## config.mk

```make
export PLATFORM = sky130hd
export DESIGN_NAME = pla_eval
export DESIGN_NICKNAME = d
export VERILOG_FILES = /design/src/rtl/pla_eval.sv
export SDC_FILE = /design/constraint.sdc
export NUM_CORES = 1
export LEC_CHECK = 0
export CAP_MARGIN = 20
export CORE_UTILIZATION = 60
export CTS_CLUSTER_DIAMETER = 150
export CTS_CLUSTER_SIZE = 16
export DETAILED_ROUTE_END_ITERATION = 8
export PLACE_DENSITY_LB_ADDON = 0.08
export REMOVE_ABC_BUFFERS = 1
export SETUP_SLACK_MARGIN = 0.4
export SKIP_CTS_REPAIR_TIMING = 1
export SLEW_MARGIN = 15
export SYNTH_ARGS = -nofsm -noshare
export SYNTH_HDL_FRONTEND = slang
export SYNTH_SLANG_ARGS = --single-unit
```

## constraint.sdc

```tcl
create_clock -name clk -period 3.51 [get_ports clk]
set_input_delay 0.8775 -clock clk [delete_from_list [all_inputs] [get_ports clk]]
set_output_delay 0.8775 -clock clk [all_outputs]
set_load 0.01 [all_outputs]
```

## src/rtl/pla_eval.sv

```systemverilog
// Programmable AND/OR plane evaluator behind a two-stage valid/ready pipeline.
// Term and OR tables are rewritten through the config port only while the pipe is empty.
module pla_eval #(
  parameter int N_IN   = 5,
  parameter int N_OUT  = 5,
  parameter int N_TERM = 6,
  parameter int AW     = 3
) (
  input  logic              clk,
  input  logic              rst_n,
  input  logic              cfg_we,
  input  logic              cfg_sel,
  input  logic [AW-1:0]     cfg_addr,
  input  logic [N_IN-1:0]   cfg_care,
  input  logic [N_IN-1:0]   cfg_val,
  input  logic [N_TERM-1:0] cfg_omask,
  output logic              cfg_ready,
  input  logic              in_valid,
  output logic              in_ready,
  input  logic [N_IN-1:0]   in_data,
  output logic              out_valid,
  input  logic              out_ready,
  output logic [N_OUT-1:0]  out_data,
  output logic [N_TERM-1:0] out_terms,
  output logic [15:0]       eval_count
);

  localparam logic [AW:0] TERM_LIMIT = (AW+1)'(N_TERM);
  localparam logic [AW:0] OUT_LIMIT  = (AW+1)'(N_OUT);

  logic [N_IN-1:0]   care_q  [N_TERM];
  logic [N_IN-1:0]   care_d  [N_TERM];
  logic [N_IN-1:0]   val_q   [N_TERM];
  logic [N_IN-1:0]   val_d   [N_TERM];
  logic [N_TERM-1:0] omask_q [N_OUT];
  logic [N_TERM-1:0] omask_d [N_OUT];

  logic              s1_valid_q, s1_valid_d;
  logic [N_TERM-1:0] s1_match_q, s1_match_d;
  logic              s2_valid_q, s2_valid_d;
  logic [N_OUT-1:0]  out_data_q, out_data_d;
  logic [N_TERM-1:0] out_terms_q, out_terms_d;
  logic [15:0]       eval_count_q, eval_count_d;

  logic              adv;
  logic              in_fire;
  logic              cfg_fire;
  logic              term_addr_ok;
  logic              out_addr_ok;
  logic [N_TERM-1:0] match;
  logic [N_OUT-1:0]  or_plane;

  assign adv          = !s2_valid_q || out_ready;
  assign in_ready     = adv && !cfg_we;
  assign in_fire      = in_valid && in_ready;
  assign cfg_ready    = !s1_valid_q && !s2_valid_q;
  assign cfg_fire     = cfg_we && cfg_ready;
  assign term_addr_ok = {1'b0, cfg_addr} < TERM_LIMIT;
  assign out_addr_ok  = {1'b0, cfg_addr} < OUT_LIMIT;

  assign out_valid  = s2_valid_q;
  assign out_data   = out_data_q;
  assign out_terms  = out_terms_q;
  assign eval_count = eval_count_q;

  // AND plane: uncared variables never disqualify a term.
  always_comb begin
    match = '0;
    for (int t = 0; t < N_TERM; t++) begin
      match[t] = ((in_data ^ val_q[t]) & care_q[t]) == '0;
    end
  end

  always_comb begin
    or_plane = '0;
    for (int o = 0; o < N_OUT; o++) begin
      or_plane[o] = |(s1_match_q & omask_q[o]);
    end
  end

  // Writes only land when both stages are empty, so no in-flight lookup sees a mixed entry.
  always_comb begin
    care_d  = care_q;
    val_d   = val_q;
    omask_d = omask_q;
    if (cfg_fire && !cfg_sel && term_addr_ok) begin
      for (int t = 0; t < N_TERM; t++) begin
        if (cfg_addr == AW'(t)) begin
          care_d[t] = cfg_care;
          val_d[t]  = cfg_val;
        end
      end
    end
    if (cfg_fire && cfg_sel && out_addr_ok) begin
      for (int o = 0; o < N_OUT; o++) begin
        if (cfg_addr == AW'(o)) begin
          omask_d[o] = cfg_omask;
        end
      end
    end
  end

  always_comb begin
    s1_valid_d   = s1_valid_q;
    s1_match_d   = s1_match_q;
    s2_valid_d   = s2_valid_q;
    out_data_d   = out_data_q;
    out_terms_d  = out_terms_q;
    eval_count_d = eval_count_q;
    if (adv) begin
      s1_valid_d = in_fire;
      if (in_fire) begin
        s1_match_d = match;
      end
      s2_valid_d = s1_valid_q;
      if (s1_valid_q) begin
        out_data_d  = or_plane;
        out_terms_d = s1_match_q;
      end
    end
    if (in_fire && (eval_count_q != 16'hFFFF)) begin
      eval_count_d = eval_count_q + 16'd1;
    end
  end

  always_ff @(posedge clk or negedge rst_n) begin
    if (!rst_n) begin
      care_q       <= '{default: '0};
      val_q        <= '{default: '0};
      omask_q      <= '{default: '0};
      s1_valid_q   <= 1'b0;
      s1_match_q   <= '0;
      s2_valid_q   <= 1'b0;
      out_data_q   <= '0;
      out_terms_q  <= '0;
      eval_count_q <= '0;
    end else begin
      care_q       <= care_d;
      val_q        <= val_d;
      omask_q      <= omask_d;
      s1_valid_q   <= s1_valid_d;
      s1_match_q   <= s1_match_d;
      s2_valid_q   <= s2_valid_d;
      out_data_q   <= out_data_d;
      out_terms_q  <= out_terms_d;
      eval_count_q <= eval_count_d;
    end
  end

endmodule

```

Word level (Yosys, flattened, before mapping)
Cells that the tools add are included.

cells by class
  add/sub/neg operators = 1
  order comparisons = 2
  equality and inequality tests = 6
  bitwise gates (word level) = 17
  reductions and logical operators = 39

operators with widths
  kind                   number
  $and 5x5->5            6
  $and 6x6->6            5
  $logic_not 5->1        6
  $reduce_or 6->1        5
  $xor 5x5->5            6
  $reduce_and 2->1       13
  $add 16x1->16 const B  1
  $ne 16x16->1 const B   1
  $logic_and 1x1->1      9
  $eq 3x2->1 const B     2
  $eq 3x3->1 const B     2
  $lt 3x3->1 const B     2
  $logic_not 1->1        4
  $eq 3x1->1 const B     1
  $logic_not 3->1        1
  $logic_or 1x1->1       1

word-level totals
  flip-flop bits (word level) = 125
  bits of input ports = 30
  word-level logic and storage cells = 88

Logic depth before layout (Yosys ltp)
Gate-level depths: netlist (run 1).

  depth after elaboration = 6
  gate-level depth with buffers = 6
  mapped depth without buffers = 5

Worst setup path before layout (run 1)
No wires, ideal clock.

  path type = input port to flip-flop
  start = input port cfg_we
  end = register care_q[25] (netlist bit)
  library setup time = 0.125 ns
  arrival = 2.358 ns
  data required time = 3.385 ns
  setup slack = 1.027 ns
  cell stages on the path = 5
  path buffers = 1
  path through = or3b_1 or3_1 buf_2 nor3_4 mux2_2

between the ends
  cells in the longest elaborated chain, start to end = 4

RTL lines
  element                         RTL line  text
  start, declared                 11        input logic cfg_we,
  $logic_and 1x1->1               57        assign cfg_fire = cfg_we && cfg_ready;
  $logic_and 1x1->1 (2 in a row)  86        if (cfg_fire && !cfg_sel && term_addr_ok) begin
  $reduce_and 2->1 (no line)      -
  end signal, assigned            138       care_q <= care_d;
  end, declared                   31        logic [N_IN-1:0] care_q [N_TERM];

Every way passes these cells.
A chain may end at the register's enable or synchronous reset.

Final worst setup path (run 1)
  start = input port out_ready
  end = output port in_ready

between the ends
  cells in the longest elaborated chain, start to end = 2

RTL lines
  element            RTL line  text
  start, declared    22        input logic out_ready,
  $logic_or 1x1->1   53        assign adv = !s2_valid_q || out_ready;
  $logic_and 1x1->1  54        assign in_ready = adv && !cfg_we;
  end, declared      19        output logic in_ready,

Every way passes these cells.

==> summary.md, run 1 <==
| Metric | Value |
|---|---|
| Status | `complete, no violations` |
| Clk_skew | `9.746 ps` |
| Peak supply drop | `0.0004728 V` |
| Footprint of the multi-input gates | `2242 sq um` |
| Initial DRC Count | `135` |
| Post-Place Worst Slack | `299.5 ps` |
| CTS tree | `yes` |
| H-tree Lvls | `4` |
| Critical path endpoint category | `output pin` |
| Crit path launch | `out_ready` |
| Vias per inst | `5.891` |
| Max-slew headroom | `0.5079` |
| Leading cell types in the layout, fill and taps excluded | `dfrtp_1 (125), mux2_2 (97), clkdlybuf4s50_1 (58)` |
| Post-synth EDFFs | `0` |
| Endpoints failing setup | `0` |
| First-pass GRT wire length | `18.92 mm` |
| Largest cells by area after synthesis | `dfrtp_1 (58%), mux2_2 (20%), xor2_1 (7.3%)` |
| WHS | `398.8 ps` |
| Ports | `60` |
| Root Buffer | `clkbuf_8` |
| Pwr dens | `738.5 nW/um^2` |
| Worst setup path class | `input port to output pin` |
| Mapped Cells | `403` |
| Inst Count DP | `565` |
| Iteration count of the initial detailed-routing pass | `4` |
| CTS clock-pin slew for the worst setup and hold paths | `60 ps` |
| Clk_lat worst skew | `510 ps` |
| Worst R2R Setup Slack | `1200 ps` |
| Hold Vio Cnt, Final | `0` |
| Reg2reg end | `care_q[26]` |
| R2R depth | `4` |
| CTS max path bufs | `2` |
| Min cycle time layout | `2897 ps` |
| Post-synthesis area per instance | `13.43 sq um` |
| Initial antenna violation count | `0` |
| Arrival time at the worst endpoint | `2020 ps` |
| Max Freq | `0.3452 GHz` |
| Clock sink count | `125` |
| Slew Viols, Final | `0` |
| Global-route usage over all layers | `0.2606` |
| CP startpoint kind | `input port` |
| Commonest non-fill, non-tap cell in the layout | `dfrtp_1` |
| Max-cap violations | `0` |
| IO buf count | `59` |
| Data required, critical path | `2630 ps` |
| CP max FO | `2` |
| Core ar. | `8721 sq um` |
| # rows | `34` |
| Post-DRT Antenna Nets | `0` |
| Drt drc | `0` |
| Placer Congestion | `0.8559` |
| P_leak | `3.081 nW` |
| GRT overflow | `0` |
| Area share of the largest cell type after synthesis | `0.5779` |
| Synthesized area | `5413 sq um` |
| Main flop type after synthesis | `dfrtp_1` |
| DPL Wire Length | `7.422 mm` |
| Share of cells above drive strength 1 | `0.2883` |
| Async set-reset flop share out of synthesis | `1.000` |
| Worst Max-Slew Pin Slew | `731.5 ps` |
| Vias in the first global route | `3,721` |
| Routed WL | `11.24 mm` |
| Largest net degree at the start of global routing | `74` |
| Total CTS buffers | `17` |
| # nets final | `507` |
| Average wire per standard cell | `18.83 um` |
| Starting Density | `0.6207` |
| ANT cells | `0` |
| DIE AREA | `9405 sq um` |
| Final Cycle Share | `0.8254` |
| Ys Warns | `0` |
| Finished Layout Cells | `597` |
| Yosys cell types | `27` |
| Setup ws final | `612.9 ps` |
| Sequential cell area | `3128 sq um` |
| RSZ-0062 raised after global routing | `no` |
| Synth Register Bits | `125` |
| Die W | `96.98 um` |
| TNS Setup | `0 ps` |
| Area Growth Syn to Fin | `25.27%` |
| Via count | `3,517` |
| Synth area leader | `dfrtp_1` |
| Sequential fraction of the synthesis area | `0.5779` |
| Layout fillers | `536` |
| Origin of the critical flop-to-flop path | `out_valid` |
| Hold Path Class | `input port to async pin` |
| Height of the die | `96.98 um` |
[cells by family (layout without fill, tap and decap cells)]
group / after synthesis / count (layout) / synth area share
xor gates and xnor gates: 45 / 45 / 0.07282
and+or+nand+nor: 86 / 86 / 0.08576
DFF: 125 / 125 / 0.5779
buffers and inverters: 11 / 97 / 0.007859
AOI/OAI and AO/OA: 38 / 38 / 0.05155
adders and majority gates: 1 / 1 / 0.002311
muxes: 97 / 97 / 0.2018
[worst max-delay path, stage by stage]
cell	delay, ps
clkdlybuf4s50_1	470
nor2b_1	60
nor2_1	80
clkdlybuf4s50_1	540
[layer usage]
layer	track usage	wire length, um	share of wire
met4	0.1206	318	0.028
met2	0.4366	5771	0.51
met1	0.3245	4789	0.43
met3	0.05564	365	0.032
met5	0	0	0
[report_power, final]
group          internal [mW]  switching, mW
sequential              1.83          0.313
clock                   1.19          0.645
combinational          0.607          0.413
[flip-flops by register name, indices dropped and copies added, names as in the netlist]
register,flops
care_q,30
eval_count,16
omask_q,30
out_data,5
out_terms,6
out_valid,1
s1_match_q,6
s1_valid_q,1
val_q,30
[synth_stat cells (all sizes together), types with 6 or more instances]
| library cell | instances |
|---|---|
| a222oi | 6 |
| a22oi | 16 |
| clkbuf | 10 |
| dfrtp | 125 |
| mux2 | 97 |
| nand2 | 32 |
| nand4 | 7 |
| nor2 | 10 |
| nor3 | 7 |
| nor4 | 6 |
| o21ai | 11 |
| xor2 | 45 |
[through the flow]
stage	util	instance area (sq um)	total power [mW]
2_1_floorplan	-	5370	2.676
3_3_place_gp	0.7053	6151	3.132
3_5_place_dp	0.7053	6151	3.188
4_1_cts	0.7775	6780	5.048
5_1_grt	0.7775	6780	5.244
6_report	0.7775	6780	5.007
[cell type report]
type,instances,share of cell area
timing repair buffer,65,0.09522
clock buffer,19,0.06514
tap,108,0.01993
sequential,125,0.4613
multi-input combinational,267,0.3307
clock inverter,13,0.02768
[worst max path at each step]
stage | to | slack [ps] | cells after the start
floorplan | care_q[25] | 1010 | 4
global placement | val_q[28] | 330 | 5
detailed placement | care_q[27] | 300 | 5
CTS | in_ready | 600 | 4
global route | in_ready | 520 | 4
finish | in_ready | 610 | 4
Power figures use the tool's default switching activity.
==> inputs of run 2 (changes only) <==
Settings changed: CORE_UTILIZATION 60 to 56.
Clock period 3.51 ns to 3 ns, I/O delays scaled along.
==> summary.md, run 2 (synthesis results as in run 1) <==
| Metric | Value |
|---|---|
| CP startpoint kind | `input port` |
| ANT cells | `0 (unchanged)` |
| DPL Wire Length | `7.967 mm (+7.3%)` |
| Starting Density | `0.5830 (-0.03764)` |
| Post-Place Worst Slack | `68.24 ps (-231.3 ps)` |
| Clk_skew | `6.122 ps (-3.624 ps)` |
| Initial DRC Count | `155 (+15%)` |
| Max Freq | `0.4151 GHz` |
| Max-slew headroom | `0.5692 (+0.06131)` |
| Clock sink count | `125 (unchanged)` |
| Slew Viols, Final | `0 (unchanged)` |
| DIE AREA | `10,060 sq um (+7.0%)` |
| Leading cell types in the layout, fill and taps excluded | `dfrtp_1 (125), mux2_2 (97), clkdlybuf4s50_1 (57)` |
| Arrival time at the worst endpoint | `2800 ps (+780 ps)` |
| NetSw | `1.566 mW (+14%)` |
| Global-route usage over all layers | `0.2619 (+0.001242)` |
| Routed WL | `11.91 mm (+6.0%)` |
| Clock share of power | `0.351 (-0.016)` |
| Iteration count of the initial detailed-routing pass | `7 (+3)` |
| Vias per inst | `5.602 (-4.9%)` |
| Flop pwr share | `0.439 (+0.010)` |
| CTS max path bufs | `2 (unchanged)` |
| Area Growth Syn to Fin | `27.12%` |
| # rows | `35 (+2.9%)` |
| GRT overflow | `0 (unchanged)` |
| Min cycle time layout | `2409 ps` |
| Average wire per standard cell | `18.88 um (+0.25%)` |
| Peak supply drop | `0.0005181 V (+9.6%)` |
| Largest regs | `care_q x30, omask_q x30, val_q x30` |
| Max-cap violations | `0 (unchanged)` |
| Setup ws final | `591.1 ps (-21.78 ps)` |
| Placer Congestion | `0.7736 (-9.6%)` |
| Drt drc | `0 (unchanged)` |
| Switching fraction of total power | `0.2730 (-0.0008210)` |
| Vias in the first global route | `3,708 (-0.35%)` |
| Ports | `60 (unchanged)` |
| Hold Path Class | `input port to async pin` |
| RSZ-0062 raised after global routing | `no` |
| First-pass GRT wire length | `19.38 mm (+2.4%)` |
| Root Buffer | `clkbuf_8` |
| TNS Setup | `0 ps (unchanged)` |
| Clk_lat worst skew | `510 ps (about the same)` |
| Die W | `100.3 um (+3.4%)` |
| H-tree Lvls | `4 (unchanged)` |
| Pwr dens | `833.4 nW/um^2 (+13%)` |
| Via count | `3,535 (+0.51%)` |
| Largest net degree at the start of global routing | `56 (-24%)` |
| Critical path endpoint category | `flip-flop` |
| Hold Vio Cnt, Final | `0 (unchanged)` |
| Data required, critical path | `3390 ps (+760 ps)` |
| Total CTS buffers | `17 (unchanged)` |
| Worst Max-Slew Pin Slew | `644.7 ps (-86.78 ps)` |
| Initial antenna violation count | `0 (unchanged)` |
| Internal Power | `4.169 mW (+15%)` |
| Core ar. | `9284 sq um (+6.5%)` |
| Post-DRT Antenna Nets | `0 (unchanged)` |
| P_leak | `3.139 nW (+1.9%)` |
| Combinational Power Share | `0.209 (+0.005)` |
| CTS tree | `yes` |
| CP max FO | `10 (+8)` |
| Commonest non-fill, non-tap cell in the layout | `dfrtp_1` |
| IO buf count | `59 (unchanged)` |
| Status | `complete, no violations` |
| Share of cells above drive strength 1 | `0.3028 (+0.01445)` |
| Endpoints failing setup | `0 (unchanged)` |
| CTS clock-pin slew for the worst setup and hold paths | `60 ps (about the same)` |
| # nets final | `520 (+2.6%)` |
| Height of the die | `100.3 um (+3.4%)` |
| Worst setup path class | `input port to flip-flop` |
| Final Cycle Share | `0.8030` |
==> run 2: worst paths after layout <==
kind / from / endpoint / slack [ps] / cells past startpoint
worst max-delay path: cfg_we / care_q[25] / 590 / 6
worst min-delay path: rst_n / omask_q[22] / 230 / 1
worst max register to register: out_valid / care_q[25] / 880 / 5
worst min register to register: out_data[0] / out_data[0] / 480 / 2
max in group asynchronous: rst_n / care_q[12] / 1970 / 2
min in group clk: out_data[0] / out_data[0] / 480 / 2
==> run 2: final cells by class <==
class,count,area (sq um)
Clock inverter,11,141.4
Timing Repair Buffer,78,758.2
Multi-Input combinational cell,267,2242
Sequential cell,125,3128
Fill cell,637,2404
Tap cell,129,161.4
Clock buffer,21,449.2
==> run 2: through the flow <==
step | hold WS (ps) | total power [mW] | utilization | cell area, sq um | std cells
2_1_floorplan | 454.4 | 3.131 | - | 5370 | 392
3_3_place_gp | 462.0 | 3.675 | 0.6772 | 6287 | 599
4_1_cts | 236.6 | 5.778 | 0.7408 | 6878 | 631
5_1_grt | 260.4 | 6.013 | 0.7411 | 6880 | 631
6_report | 228.7 | 5.734 | 0.7411 | 6880 | 631
3_5_place_dp | 469.3 | 3.736 | 0.6772 | 6287 | 599
==> run 2: power groups by stage <==
stage          logic (mW)  clock network [mW]  registers (mW)
2_1_floorplan       0.641                   0            2.49
3_3_place_gp         1.16                   0            2.51
3_5_place_dp         1.20                   0            2.54
4_1_cts              1.22                2.05            2.51
5_1_grt              1.32                2.12            2.58
6_report             1.20                2.01            2.52
==> run 2: worst max-delay path, cell delays in order <==
cell and delay [ps]:
clkdlybuf4s50_1 500, or3b_1 380, or3_1 450, nor3_4 210, buf_12 160, mux2_2 340
==> run 2: layer usage <==
metal / vias to the layer above / share of wire / GRT usage
met2: 76 / 0.52 / 0.4510
met3: 17 / 0.033 / 0.04805
met1: 1804 / 0.43 / 0.3290
li1: 1638 / - / -
met5: - / 0 / 0
met4: 0 / 0.019 / 0.1014
==> inputs of run 3 (changes only) <==
Settings changed: CORE_UTILIZATION 56 to 51.
Clock period 3 ns to 2 ns, I/O delays scaled along.
==> summary.md, run 3 (synthesis results as in run 1) <==
| Metric | Value |
|---|---|
| Status | `finished with violations` |
| Failing checks | `negative hold slack` |
| Inst Count DP | `627 (+4.7%)` |
| Post-route cell area | `7362 sq um (+7.0%)` |
| Core ar. | `10,320 sq um (+11%)` |
| CTS tree | `yes` |
| Max-slew headroom | `0.6234 (+0.05426)` |
| Switching fraction of total power | `0.2780 (+0.005021)` |
| Max-cap violations | `0 (unchanged)` |
| Placer Congestion | `0.7767 (+0.40%)` |
| RSZ-0062 raised after global routing | `yes` |
| Leading cell types in the layout, fill and taps excluded | `dfrtp_1 (118), mux2_2 (97), buf_4 (52)` |
| Vias per inst | `5.499 (-1.8%)` |
| DIE AREA | `11,030 sq um (+9.6%)` |
| Area Growth Syn to Fin | `36.01%` |
| Drt drc | `0 (unchanged)` |
| Ports | `60 (unchanged)` |
| Final Cycle Share | `0.9711` |
| Average wire per standard cell | `18.81 um (-0.38%)` |
| Critical path endpoint category | `flip-flop` |
| CP max FO | `10 (unchanged)` |
| Min cycle time layout | `1942 ps` |
| ANT cells | `0 (unchanged)` |
| Post-DRT Antenna Nets | `0 (unchanged)` |
| Combinational Power Share | `0.231 (+0.022)` |
| Global-route usage over all layers | `0.2431 (-0.01882)` |
| Clk_skew | `7.682 ps (+1.560 ps)` |
| Height of the die | `105.0 um (+4.7%)` |
| Die W | `105.0 um (+4.7%)` |
| Arrival time at the worst endpoint | `2330 ps (-470 ps)` |
| Starting Density | `0.5243 (-0.05872)` |
| Pwr dens | `1167 nW/um^2 (+40%)` |
| Largest regs | `care_q x30, omask_q x30, val_q x30` |
| H-tree Lvls | `4 (unchanged)` |
| P_leak | `3.583 nW (+14%)` |
| Finished Layout Cells | `677 (+7.3%)` |
| Total CTS buffers | `17 (unchanged)` |
| NetSw | `2.388 mW (+53%)` |
| GRT overflow | `0 (unchanged)` |
| Hold Path Class | `input port to async pin` |
| Worst setup path class | `flip-flop to flip-flop` |
| Vias in the first global route | `3,897 (+5.1%)` |
| IO buf count | `59 (unchanged)` |
| Commonest non-fill, non-tap cell in the layout | `dfrtp_1` |
| Peak supply drop | `0.0006710 V (+29%)` |
| Flop pwr share | `0.437 (-0.002)` |
| Clock share of power | `0.333 (-0.018)` |
| DPL Wire Length | `8.425 mm (+5.7%)` |
| TNS Setup | `0 ps (unchanged)` |
| # nets final | `562 (+8.1%)` |
| Slew Viols, Final | `0 (unchanged)` |
| Worst Max-Slew Pin Slew | `564.8 ps (-79.83 ps)` |
| Data required, critical path | `2390 ps (-1000 ps)` |
| Hold Vio Cnt, Final | `18 (+18)` |
| CP startpoint kind | `flip-flop` |
| Root Buffer | `clkbuf_8` |
| Clock sink count | `125 (unchanged)` |
| Via count | `3,723 (+5.3%)` |
| CTS clock-pin slew for the worst setup and hold paths | `50 ps (about the same)` |
| Routed WL | `12.73 mm (+6.9%)` |
| Internal Power | `6.202 mW (+49%)` |
| Endpoints failing setup | `0 (unchanged)` |
| Clk_lat worst skew | `510 ps (about the same)` |
| Largest net degree at the start of global routing | `39 (-30%)` |
| CTS max path bufs | `2 (unchanged)` |
| First-pass GRT wire length | `20.19 mm (+4.2%)` |
| Max Freq | `0.5149 GHz` |
| Share of cells above drive strength 1 | `0.4362 (+0.1334)` |
| Initial DRC Count | `161 (+3.9%)` |
| Placed inst area | `6491 sq um (+3.2%)` |
| Iteration count of the initial detailed-routing pass | `6 (-1)` |
| WHS | `-18.22 ps (-246.9 ps)` |
| # rows | `37 (+5.7%)` |
| Initial antenna violation count | `0 (unchanged)` |
-- run 3: final cells by class --
cell class / instances / area, sq um
Clock inverter: 8 / 92.59
Clock buffer: 21 / 459.2
Timing Repair Buffer: 120 / 1110
Fill cell: 720 / 2962
Multi-Input combinational cell: 267 / 2394
Sequential cell: 125 / 3137
Tap cell: 136 / 170.2
-- run 3: metal layers --
layer,track usage,routed length (um)
met1,0.3002,5548
met2,0.4196,6635
met3,0.05989,357
met4,0.07646,193
met5,0,0
-- run 3: final timing paths --
path	start	endpoint	slack (ps)	cells after the start
setup / recovery	out_valid	care_q[27]	60	5
hold / removal	rst_n	omask_q[12]	-20	1
setup reg to reg	out_valid	care_q[27]	60	5
hold reg to reg	out_data[1]	out_data[1]	470	2
max in group asynchronous	rst_n	eval_count[5]	1450	2
min in group clk	out_data[1]	out_data[1]	470	2
-- run 3: worst max-delay path, stage by stage, from the launching register on --
cell     delay [ps]
dfrtp_1         380
or3b_4          400
or3_4           390
nor3_4          160
buf_12          150
mux2_2          340
-- run 3: through the flow --
step | hold slack, ps | power (mW) | setup slack (ps) | utilization
after CTS | -19.10 | 8.567 | -313.2 | 0.6822
final | -18.22 | 8.590 | 57.73 | 0.7131
after detailed placement | 469.7 | 5.684 | -724.3 | 0.6288
after floorplan | 204.4 | 4.696 | -192.2 | -
after global placement | 464.5 | 5.600 | -677.3 | 0.6288
after global routing | 2.706 | 9.047 | -44.28 | 0.7131
-- run 3: power by group through the flow --
stage / Sequential [mW] / Clock (mW) / Combinational (mW)
2_1_floorplan: 3.73 / 0 / 0.962
3_3_place_gp: 3.77 / 0 / 1.83
3_5_place_dp: 3.80 / 0 / 1.89
4_1_cts: 3.76 / 2.90 / 1.90
5_1_grt: 3.84 / 3.02 / 2.18
6_report: 3.75 / 2.86 / 1.98
